<file path="src/rtl/mem_req_pkg.sv">
// mem_req_pkg
//   Shared encodings for the memory request initiator: command opcodes,
//   response status codes and the FSM state set.
package mem_req_pkg;

   typedef enum logic [1:0] {
      OP_RD   = 2'd0,
      OP_WR   = 2'd1,
      OP_PERM = 2'd2,
      OP_RSVD = 2'd3
   } op_e;

   typedef enum logic [1:0] {
      ST_OK       = 2'd0,
      ST_PERM_ERR = 2'd1,
      ST_TIMEOUT  = 2'd2,
      ST_BAD_OP   = 2'd3
   } status_e;

   typedef enum logic [2:0] {
      S_IDLE  = 3'd0,
      S_RD    = 3'd1,
      S_WR    = 3'd2,
      S_PERM  = 3'd3,
      S_DRAIN = 3'd4
   } state_e;

endpackage

</file>
<file path="src/rtl/mem_req_timer.sv">
// mem_req_timer
//   Wait-for-ack watchdog. Counts cycles while en is high and flags expired
//   once the count reaches TIMEOUT_CYC. TIMEOUT_CYC=0 disables it entirely.
// Ports
//   clk      in  clock, rising edge
//   rst      in  asynchronous active-high reset
//   clr      in  restart the count at zero (takes priority over en)
//   en       in  count this cycle
//   expired  out count has reached TIMEOUT_CYC
module mem_req_timer #(
   parameter int unsigned TIMEOUT_CYC = 15
) (
   input  logic clk,
   input  logic rst,
   input  logic clr,
   input  logic en,
   output logic expired
);

   generate
      if (TIMEOUT_CYC == 0) begin : g_off
         logic unused_timer_inputs;
         assign unused_timer_inputs = ^{clk, rst, clr, en};
         assign expired = 1'b0;
      end else begin : g_on
         localparam int unsigned CW = $clog2(TIMEOUT_CYC + 1);
         logic [CW-1:0] count_q, count_d;

         // Saturates at the limit so a long stall never wraps back to "fresh".
         always_comb begin
            count_d = count_q;
            if (clr) begin
               count_d = '0;
            end else if (en && (count_q != CW'(TIMEOUT_CYC))) begin
               count_d = count_q + 1'b1;
            end
         end

         always_ff @(posedge clk or posedge rst) begin
            if (rst) begin
               count_q <= '0;
            end else begin
               count_q <= count_d;
            end
         end

         assign expired = (count_q == CW'(TIMEOUT_CYC));
      end
   endgenerate

endmodule

</file>
<file path="src/rtl/mem_req_master.sv">
// mem_req_master
//   Initiator for the memory read / write / permission protocol. Takes one
//   command at a time from the load/store stage, drives the read, write or
//   permission port, and returns a one-cycle response with status and data.
//   All outputs come straight from flops.
// Ports
//   clk, rst                         clock; asynchronous active-high reset
//   cmd_valid/ready/op/addr/addr_end/wdata   command channel (ready only in IDLE)
//   rsp_valid/status/rdata           one-cycle response pulse, no backpressure
//   rd_req/rd_addr, rd_ack/rd_data   read port (req held until ack or timeout)
//   wr_req/wr_addr/wr_data, wr_ack/wr_perm_err   write port
//   perm_req/perm_start/perm_end     one-cycle read-only region programming
module mem_req_master
   import mem_req_pkg::*;
#(
   parameter int unsigned ADDR_WIDTH  = 16,
   parameter int unsigned DATA_WIDTH  = 16,
   parameter int unsigned TIMEOUT_CYC = 15
) (
   input  logic                  clk,
   input  logic                  rst,
   input  logic                  cmd_valid,
   output logic                  cmd_ready,
   input  logic [1:0]            cmd_op,
   input  logic [ADDR_WIDTH-1:0] cmd_addr,
   input  logic [ADDR_WIDTH-1:0] cmd_addr_end,
   input  logic [DATA_WIDTH-1:0] cmd_wdata,
   output logic                  rsp_valid,
   output logic [1:0]            rsp_status,
   output logic [DATA_WIDTH-1:0] rsp_rdata,
   output logic                  rd_req,
   output logic [ADDR_WIDTH-1:0] rd_addr,
   input  logic                  rd_ack,
   input  logic [DATA_WIDTH-1:0] rd_data,
   output logic                  wr_req,
   output logic [ADDR_WIDTH-1:0] wr_addr,
   output logic [DATA_WIDTH-1:0] wr_data,
   input  logic                  wr_ack,
   input  logic                  wr_perm_err,
   output logic                  perm_req,
   output logic [ADDR_WIDTH-1:0] perm_start,
   output logic [ADDR_WIDTH-1:0] perm_end
);

   state_e                state_q, state_d;
   logic                  cmd_ready_q, cmd_ready_d;
   logic                  rsp_valid_q, rsp_valid_d;
   status_e               rsp_status_q, rsp_status_d;
   logic [DATA_WIDTH-1:0] rsp_rdata_q, rsp_rdata_d;
   logic                  rd_req_q, rd_req_d;
   logic [ADDR_WIDTH-1:0] rd_addr_q, rd_addr_d;
   logic                  wr_req_q, wr_req_d;
   logic [ADDR_WIDTH-1:0] wr_addr_q, wr_addr_d;
   logic [DATA_WIDTH-1:0] wr_data_q, wr_data_d;
   logic                  perm_req_q, perm_req_d;
   logic [ADDR_WIDTH-1:0] perm_start_q, perm_start_d;
   logic [ADDR_WIDTH-1:0] perm_end_q, perm_end_d;
   logic                  timer_clr, timer_en, timer_expired;

   mem_req_timer #(.TIMEOUT_CYC(TIMEOUT_CYC)) u_timer (
      .clk     (clk),
      .rst     (rst),
      .clr     (timer_clr),
      .en      (timer_en),
      .expired (timer_expired)
   );

   always_comb begin
      state_d      = state_q;
      cmd_ready_d  = 1'b0;
      rsp_valid_d  = 1'b0;
      rsp_status_d = ST_OK;
      rsp_rdata_d  = '0;
      rd_req_d     = rd_req_q;
      rd_addr_d    = rd_addr_q;
      wr_req_d     = wr_req_q;
      wr_addr_d    = wr_addr_q;
      wr_data_d    = wr_data_q;
      perm_req_d   = 1'b0;
      perm_start_d = perm_start_q;
      perm_end_d   = perm_end_q;
      timer_clr    = 1'b0;
      timer_en     = 1'b0;

      case (state_q)
         S_IDLE: begin
            cmd_ready_d = 1'b1;
            // Accept only against the registered ready the core actually saw.
            if (cmd_valid && cmd_ready_q) begin
               case (op_e'(cmd_op))
                  OP_RD: begin
                     state_d     = S_RD;
                     cmd_ready_d = 1'b0;
                     rd_req_d    = 1'b1;
                     rd_addr_d   = cmd_addr;
                     timer_clr   = 1'b1;
                  end
                  OP_WR: begin
                     state_d     = S_WR;
                     cmd_ready_d = 1'b0;
                     wr_req_d    = 1'b1;
                     wr_addr_d   = cmd_addr;
                     wr_data_d   = cmd_wdata;
                     timer_clr   = 1'b1;
                  end
                  OP_PERM: begin
                     state_d      = S_PERM;
                     cmd_ready_d  = 1'b0;
                     perm_req_d   = 1'b1;
                     perm_start_d = cmd_addr;
                     perm_end_d   = cmd_addr_end;
                  end
                  OP_RSVD: begin
                     rsp_valid_d  = 1'b1;
                     rsp_status_d = ST_BAD_OP;
                  end
               endcase
            end
         end

         S_RD: begin
            // Ack beats the timeout when both land in the same cycle.
            if (rd_ack) begin
               rsp_valid_d  = 1'b1;
               rsp_rdata_d  = rd_data;
               rd_req_d     = 1'b0;
               state_d      = S_DRAIN;
            end else if (timer_expired) begin
               rsp_valid_d  = 1'b1;
               rsp_status_d = ST_TIMEOUT;
               rd_req_d     = 1'b0;
               state_d      = S_DRAIN;
            end else begin
               timer_en = 1'b1;
            end
         end

         S_WR: begin
            if (wr_ack) begin
               rsp_valid_d  = 1'b1;
               rsp_status_d = wr_perm_err ? ST_PERM_ERR : ST_OK;
               wr_req_d     = 1'b0;
               state_d      = S_DRAIN;
            end else if (timer_expired) begin
               rsp_valid_d  = 1'b1;
               rsp_status_d = ST_TIMEOUT;
               wr_req_d     = 1'b0;
               state_d      = S_DRAIN;
            end else begin
               timer_en = 1'b1;
            end
         end

         S_PERM: begin
            // No ack on the permission port; the pulse is the whole transaction.
            rsp_valid_d = 1'b1;
            cmd_ready_d = 1'b1;
            state_d     = S_IDLE;
         end

         S_DRAIN: begin
            // Hold off new commands until the memory has released both acks,
            // otherwise a lingering ack would complete the next request early.
            if (!rd_ack && !wr_ack) begin
               cmd_ready_d = 1'b1;
               state_d     = S_IDLE;
            end
         end

         default: begin
            state_d = S_IDLE;
         end
      endcase
   end

   always_ff @(posedge clk or posedge rst) begin
      if (rst) begin
         state_q      <= S_IDLE;
         cmd_ready_q  <= 1'b0;
         rsp_valid_q  <= 1'b0;
         rsp_status_q <= ST_OK;
         rsp_rdata_q  <= '0;
         rd_req_q     <= 1'b0;
         rd_addr_q    <= '0;
         wr_req_q     <= 1'b0;
         wr_addr_q    <= '0;
         wr_data_q    <= '0;
         perm_req_q   <= 1'b0;
         perm_start_q <= '0;
         perm_end_q   <= '0;
      end else begin
         state_q      <= state_d;
         cmd_ready_q  <= cmd_ready_d;
         rsp_valid_q  <= rsp_valid_d;
         rsp_status_q <= rsp_status_d;
         rsp_rdata_q  <= rsp_rdata_d;
         rd_req_q     <= rd_req_d;
         rd_addr_q    <= rd_addr_d;
         wr_req_q     <= wr_req_d;
         wr_addr_q    <= wr_addr_d;
         wr_data_q    <= wr_data_d;
         perm_req_q   <= perm_req_d;
         perm_start_q <= perm_start_d;
         perm_end_q   <= perm_end_d;
      end
   end

   assign cmd_ready  = cmd_ready_q;
   assign rsp_valid  = rsp_valid_q;
   assign rsp_status = rsp_status_q;
   assign rsp_rdata  = rsp_rdata_q;
   assign rd_req     = rd_req_q;
   assign rd_addr    = rd_addr_q;
   assign wr_req     = wr_req_q;
   assign wr_addr    = wr_addr_q;
   assign wr_data    = wr_data_q;
   assign perm_req   = perm_req_q;
   assign perm_start = perm_start_q;
   assign perm_end   = perm_end_q;

endmodule

</file>
<file path="config.mk">
export PLATFORM = sky130hd
export DESIGN_NAME = mem_req_master
export DESIGN_NICKNAME = d
export VERILOG_FILES = /design/src/rtl/mem_req_pkg.sv /design/src/rtl/mem_req_timer.sv /design/src/rtl/mem_req_master.sv
export SDC_FILE = /design/constraint.sdc
export NUM_CORES = 1
export LEC_CHECK = 0
export BUFFER_PORTS_ARGS = -buffer_cell sky130_fd_sc_hd__buf_4
export CORE_ASPECT_RATIO = 0.9
export CORE_MARGIN = 2
export CORE_UTILIZATION = 52
export CTS_BUF_LIST = sky130_fd_sc_hd__clkbuf_8 sky130_fd_sc_hd__clkbuf_16
export DETAILED_ROUTE_END_ITERATION = 10
export PLACE_DENSITY = 0.85
export SLEW_MARGIN = 20
export SYNTH_ARGS = -nofsm -noshare
export SYNTH_HDL_FRONTEND = slang
export SYNTH_SLANG_ARGS = --single-unit
</file>
<file path="constraint.sdc">
create_clock -name clk -period 5.7 [get_ports clk]
set_input_delay 0.57 -clock clk [delete_from_list [all_inputs] [get_ports clk]]
set_output_delay 0.57 -clock clk [all_outputs]
set_load 0.02 [all_outputs]
</file>
* Word level (Yosys, flattened, before mapping)
Index checks and enable logic that the tools add are counted.
** Cells by class
- Add/sub/neg operators :: 1
- Equal/unequal tests :: 16
- Mux-type cells :: 47
- Reductions and logical operators :: 18
** Operators by type and width (number)
- $mux 16 :: 2
- $mux 1 :: 25
- $mux 3 :: 5
- $pmux 3 s4 :: 1
- $reduce_and 3->1 :: 4
- $mux 2 :: 5
- $pmux 3 s3 :: 1
- $mux 4 :: 2
- $reduce_and 4->1 :: 2
- $eq 3x2->1 const B :: 2
- $ne 3x3->1 const B :: 2
- $pmux 1 s2 :: 3
- $pmux 2 s3 :: 1
- $reduce_bool 2->1 :: 3
- $add 4x1->4 const B :: 1
- $eq 2x2->1 const B :: 2
- $eq 4x4->1 const B :: 1
- $ne 2x1->1 const B :: 2
- $ne 2x2->1 const B :: 2
- $ne 4x1->1 const B :: 1
- $ne 4x4->1 const B :: 1
- $pmux 1 s4 :: 1
- $eq 3x1->1 const B :: 1
- $eq 3x3->1 const B :: 1
- 8 further kinds :: 11
** Storage, ports and cells
- Bits in registers :: 110
- Input bits :: 72
- Output and inout port bits :: 103
- Word-level logic and storage cells :: 96

* Longest topological paths before layout
- Depth after elaboration :: 7
- Mapped depth :: 6
- Mapped depth without buffers :: 6

* By module
From an unflattened synthesis, not the netlist that was laid out.
** Unflattened totals
- Cells, all modules :: 288
- Area, all modules :: 4603.2 µm²
** By module, submodules not included
- mem_req_master :: times used 1, cells each 267, area an instance 4370.4 µm², sequential area each 2652.5 µm²
- mem_req_timer :: times used 1, cells each 21, area an instance 232.7 µm², sequential area each 100.1 µm²

* Least setup slack after synthesis
OpenSTA, ideal clock, no wires.
- Kind :: input to register
- Start :: in cmd_valid
- End :: reg perm_end_q[10], in the netlist perm_end[10]
- Setup time :: 0.125 ns
- Arrival time :: 1.564 ns
- Slack :: 4.011 ns
- Cell stages on the path :: 5
- Buffers on the path :: 1
- Path through :: and3b_2 > and2_1 > nand2_2 > buf_6 > mux2_4
** On the way
- Longest elaborated chain between the ends :: 2
** Ends and longest elaborated chain
- start, declared :: line mem_req_master.sv:22 : input logic cmd_valid,
- $logic_and 1x1->1 :: line mem_req_master.sv:89 : if (cmd_valid && cmd_ready_q) begin
- $reduce_and 3->1 (no source line)
- end signal, assigned :: line mem_req_master.sv:204 : perm_end_q <= perm_end_d;
- end, declared :: line mem_req_master.sv:57 : logic [ADDR_WIDTH-1:0] perm_end_q, perm_end_d;
No other way between the ends.
A chain may end at the register's enable or synchronous reset.

* Final worst setup path
- Start :: reg state_q[0]
- End :: reg perm_end_q[15], in the netlist perm_end[15]
** On the way
- Longest elaborated chain between the ends :: 2
** Ends and longest elaborated chain
- start, declared :: line mem_req_master.sv:45 : state_e state_q, state_d;
- start signal, assigned :: line mem_req_master.sv:192 : state_q <= state_d;
- $logic_not 3->1 :: line mem_req_master.sv:85 : case (state_q)
- $reduce_and 3->1 (no source line)
No other way between the ends.

==> impl_metrics.yaml <==
sta:
  worstMarginPinSlew_ps: 1060
  hold_violations: 0
  relSlewSlack_pct: 29.2
  fmax_mhz: 427
  tns_ps: 0
  rsz0062_at_grt: "no"
  holdWs_ps: 238
  clock_skew_ps: 10.8
  final-max-slew-violation-count: 0
  finalCritPeriodShare_pct: 41.1
  setup_ws_ps: 3360
  finalSetupViolations: 0
  period_needed_ps: 2340
worst_setup_path:
  crit_family: "simple AND/OR/NAND/NOR gates"
  worst-path-buf-inv: 0
  slowest_delay_ps: 590
  crit_chain: "nor2_2, and2_1, nand2_2, mux2_1"
  rr_worst_depth: 4
  cp.required_ps: 5940
  reg2reg_slack_ps: 3360
  crit_type: "reg -> reg"
  r2r-end: "perm_end[15]$_DFFE_PP0P_"
  arrival_ps: 2580
  r2r-start: "state_q[0]$_DFFE_PP0P_"
  end_kind: "register"
  start_kind: "register"
  crit_fanout: 33
  crit_slowest_cell: "nand2_2"
floorplan:
  die_h_um: 91.2
  die_area_um2: 9210
  placementRows: 31
  dieWidth_um: 101
  coreArea_um2: 8150
  start_util_pct: 54.0
  pin_count: 175
yosys:
  yosysUniqueCellTypes: 39
  ys.flop_type: "dfrtp_1"
  synth_top_cell_area_share_pct: 62.6
  synth_cells: 284
  ys_async_sr_fraction_pct: 100
  ys_top_cells_by_area: "dfrtp_1, mux2_1, mux2_4"
  synthesis.area_um2: 4400
  yosysSeqAreaShare_pct: 62.6
  synth_top_area_cell: "dfrtp_1"
  ys_ff_latch: 110
  yosysWarnings: 0
  syn_nets: 361
  synth-edff-count: 0
  postSynthAreaPerCell_um2: 15.5
clock_network:
  cts-resized-gates: 0
  cts_buffer_depth: 2
  clkLatencyLatePin_ps: 350
  cts_tree: "done"
  cts_sinks: 110
  path_clk_slew_ps: 100
  ctsHoldBuffers: 0
  cts_setup_buffers: 0
  numCtsBuffers: 9
  cts.htree.levels: 3
  cts_root_buf: "clkbuf_8"
placed_design:
  gp_congestion: 0.821
  pre_cts_ws_ps: 3190
  hpwlAfterDp_um: 7030
  place_area_um2: 5760
  port_buffers: 174
power:
  ir_drop_mv: 0.207
  p_per_area_nw_per_um2: 537
  leakagePower_uw: 0.00309
grt:
  grt_usage_pct: 21.0
  antenna_found_initial: 0
  grt_overflow: 0
  grt_max_degree: 73
  grt_pass1_vias: 2959
  grt_pass1_wl_um: 15100
finish:
  num-fill-cells: 555
  final_cell_mix: "buf_4, dfrtp_1, mux2_1"
  nets: 535
  final_area_um2: 5950
  syn2layout_area_growth_pct: 35.5
  area.sequential_um2: 2750
  drive_gt1_share_pct: 51.8
  diodes: 0
  multi_input_area_um2: 1550
  final_common_cell: "buf_4"
routing:
  first_iter_violations: 48
  viasPerCell: 5.13
  vias: 2882
  firstDrtPassIters: 4
  wl_per_cell_um: 16.4
  drc: 0
  routed_wl_um: 9200
  drtAntennaViolNets: 0
worst_hold_path:
  holdCritPathClass: "in -> async"
outcome:
  status: "finished clean"
run:
  maxCapViolCount: 0
## worst register-to-register path, delay by kind of cell (launching register included)
family           cells  cell delay (ps)
flip-flops           1              540
multiplexers         1              590
AND/OR/NAND/NOR      3             1110
## logic make-up after synthesis
family	Yosys count	synth area share, %
buffers and inverters	17	2.19
adder cells (fa/ha/maj)	5	1.42
XOR/XNOR	1	0.199
flip-flops	110	62.6
multiplexers	82	23.4
AO/OA/AOI/OAI	19	2.93
AND/OR/NAND/NOR	50	7.20
## where the power goes
part / leakage, uW / total, uW / internal (uW) / switching (uW)
Clock: 0.000107 / 453 / 205 / 248
Combinational: 0.00162 / 1440 / 720 / 722
Sequential: 0.00137 / 1300 / 1100 / 199
## final cells by class
class	count	share of cell area [%]
Clock buffer	9	2.08
Clock inverter	7	1.22
Inverter	5	0.357
Multi-Input combinational cell	157	26.0
Sequential cell	110	46.2
Tap cell	99	2.08
Timing Repair Buffer	175	22.1
## state kept, by name, indices dropped and copies added, names as in the netlist
name                  cells
state_q                   3
perm_start               16
cmd_ready                 1
rsp_rdata                16
rsp_status                2
wr_addr                  16
wr_req                    1
wr_data                  16
perm_end                 16
u_timer.g_on.count_q      4
perm_req                  1
rd_addr                  16
rd_req                    1
rsp_valid                 1
## stage by stage
step | instances | power (uW) | utilization (%)
after global placement | 546 | 2720 | 70.7
after CTS | 562 | 3230 | 73.1
after detailed placement | 546 | 2770 | 70.7
after floorplan | 284 | 2110 | -
after global routing | 562 | 3380 | 73.1
final | 562 | 3200 | 73.1
## worst max path at each step
stage / startpoint / to / cells past startpoint
after floorplan: rst / cmd_ready$_DFF_PP0_ / 1
after global placement: cmd_valid / perm_start[15]$_DFFE_PP0P_ / 5
after detailed placement: cmd_op[1] / wr_data[10]$_DFFE_PP0P_ / 5
after CTS: state_q[0]$_DFFE_PP0P_ / wr_data[10]$_DFFE_PP0P_ / 3
after global routing: state_q[0]$_DFFE_PP0P_ / perm_end[15]$_DFFE_PP0P_ / 4
final: state_q[0]$_DFFE_PP0P_ / perm_end[15]$_DFFE_PP0P_ / 4
## layer usage
layer	global-route usage [%]	up-vias	part of all wire, %
met1	25.7	1423	40
met4	5.29	0	1.9
met2	36.2	113	52
met5	0	-	0
li1	-	1332	-
met3	6.24	14	6.5
## synth_stat cells, types with 3 or more instances
library cell,instances
dfrtp_1,110
nor3_1,4
nand2_1,5
mux2_1,39
buf_6,3
mux2_4,29
nor2_1,6
mux2_2,12
and2_1,17
ha_1,5
inv_1,5
o21ai_0,7
nand2b_1,3
clkbuf_1,3
buf_2,5
No activity file was read; power rests on OpenSTA's default activity.
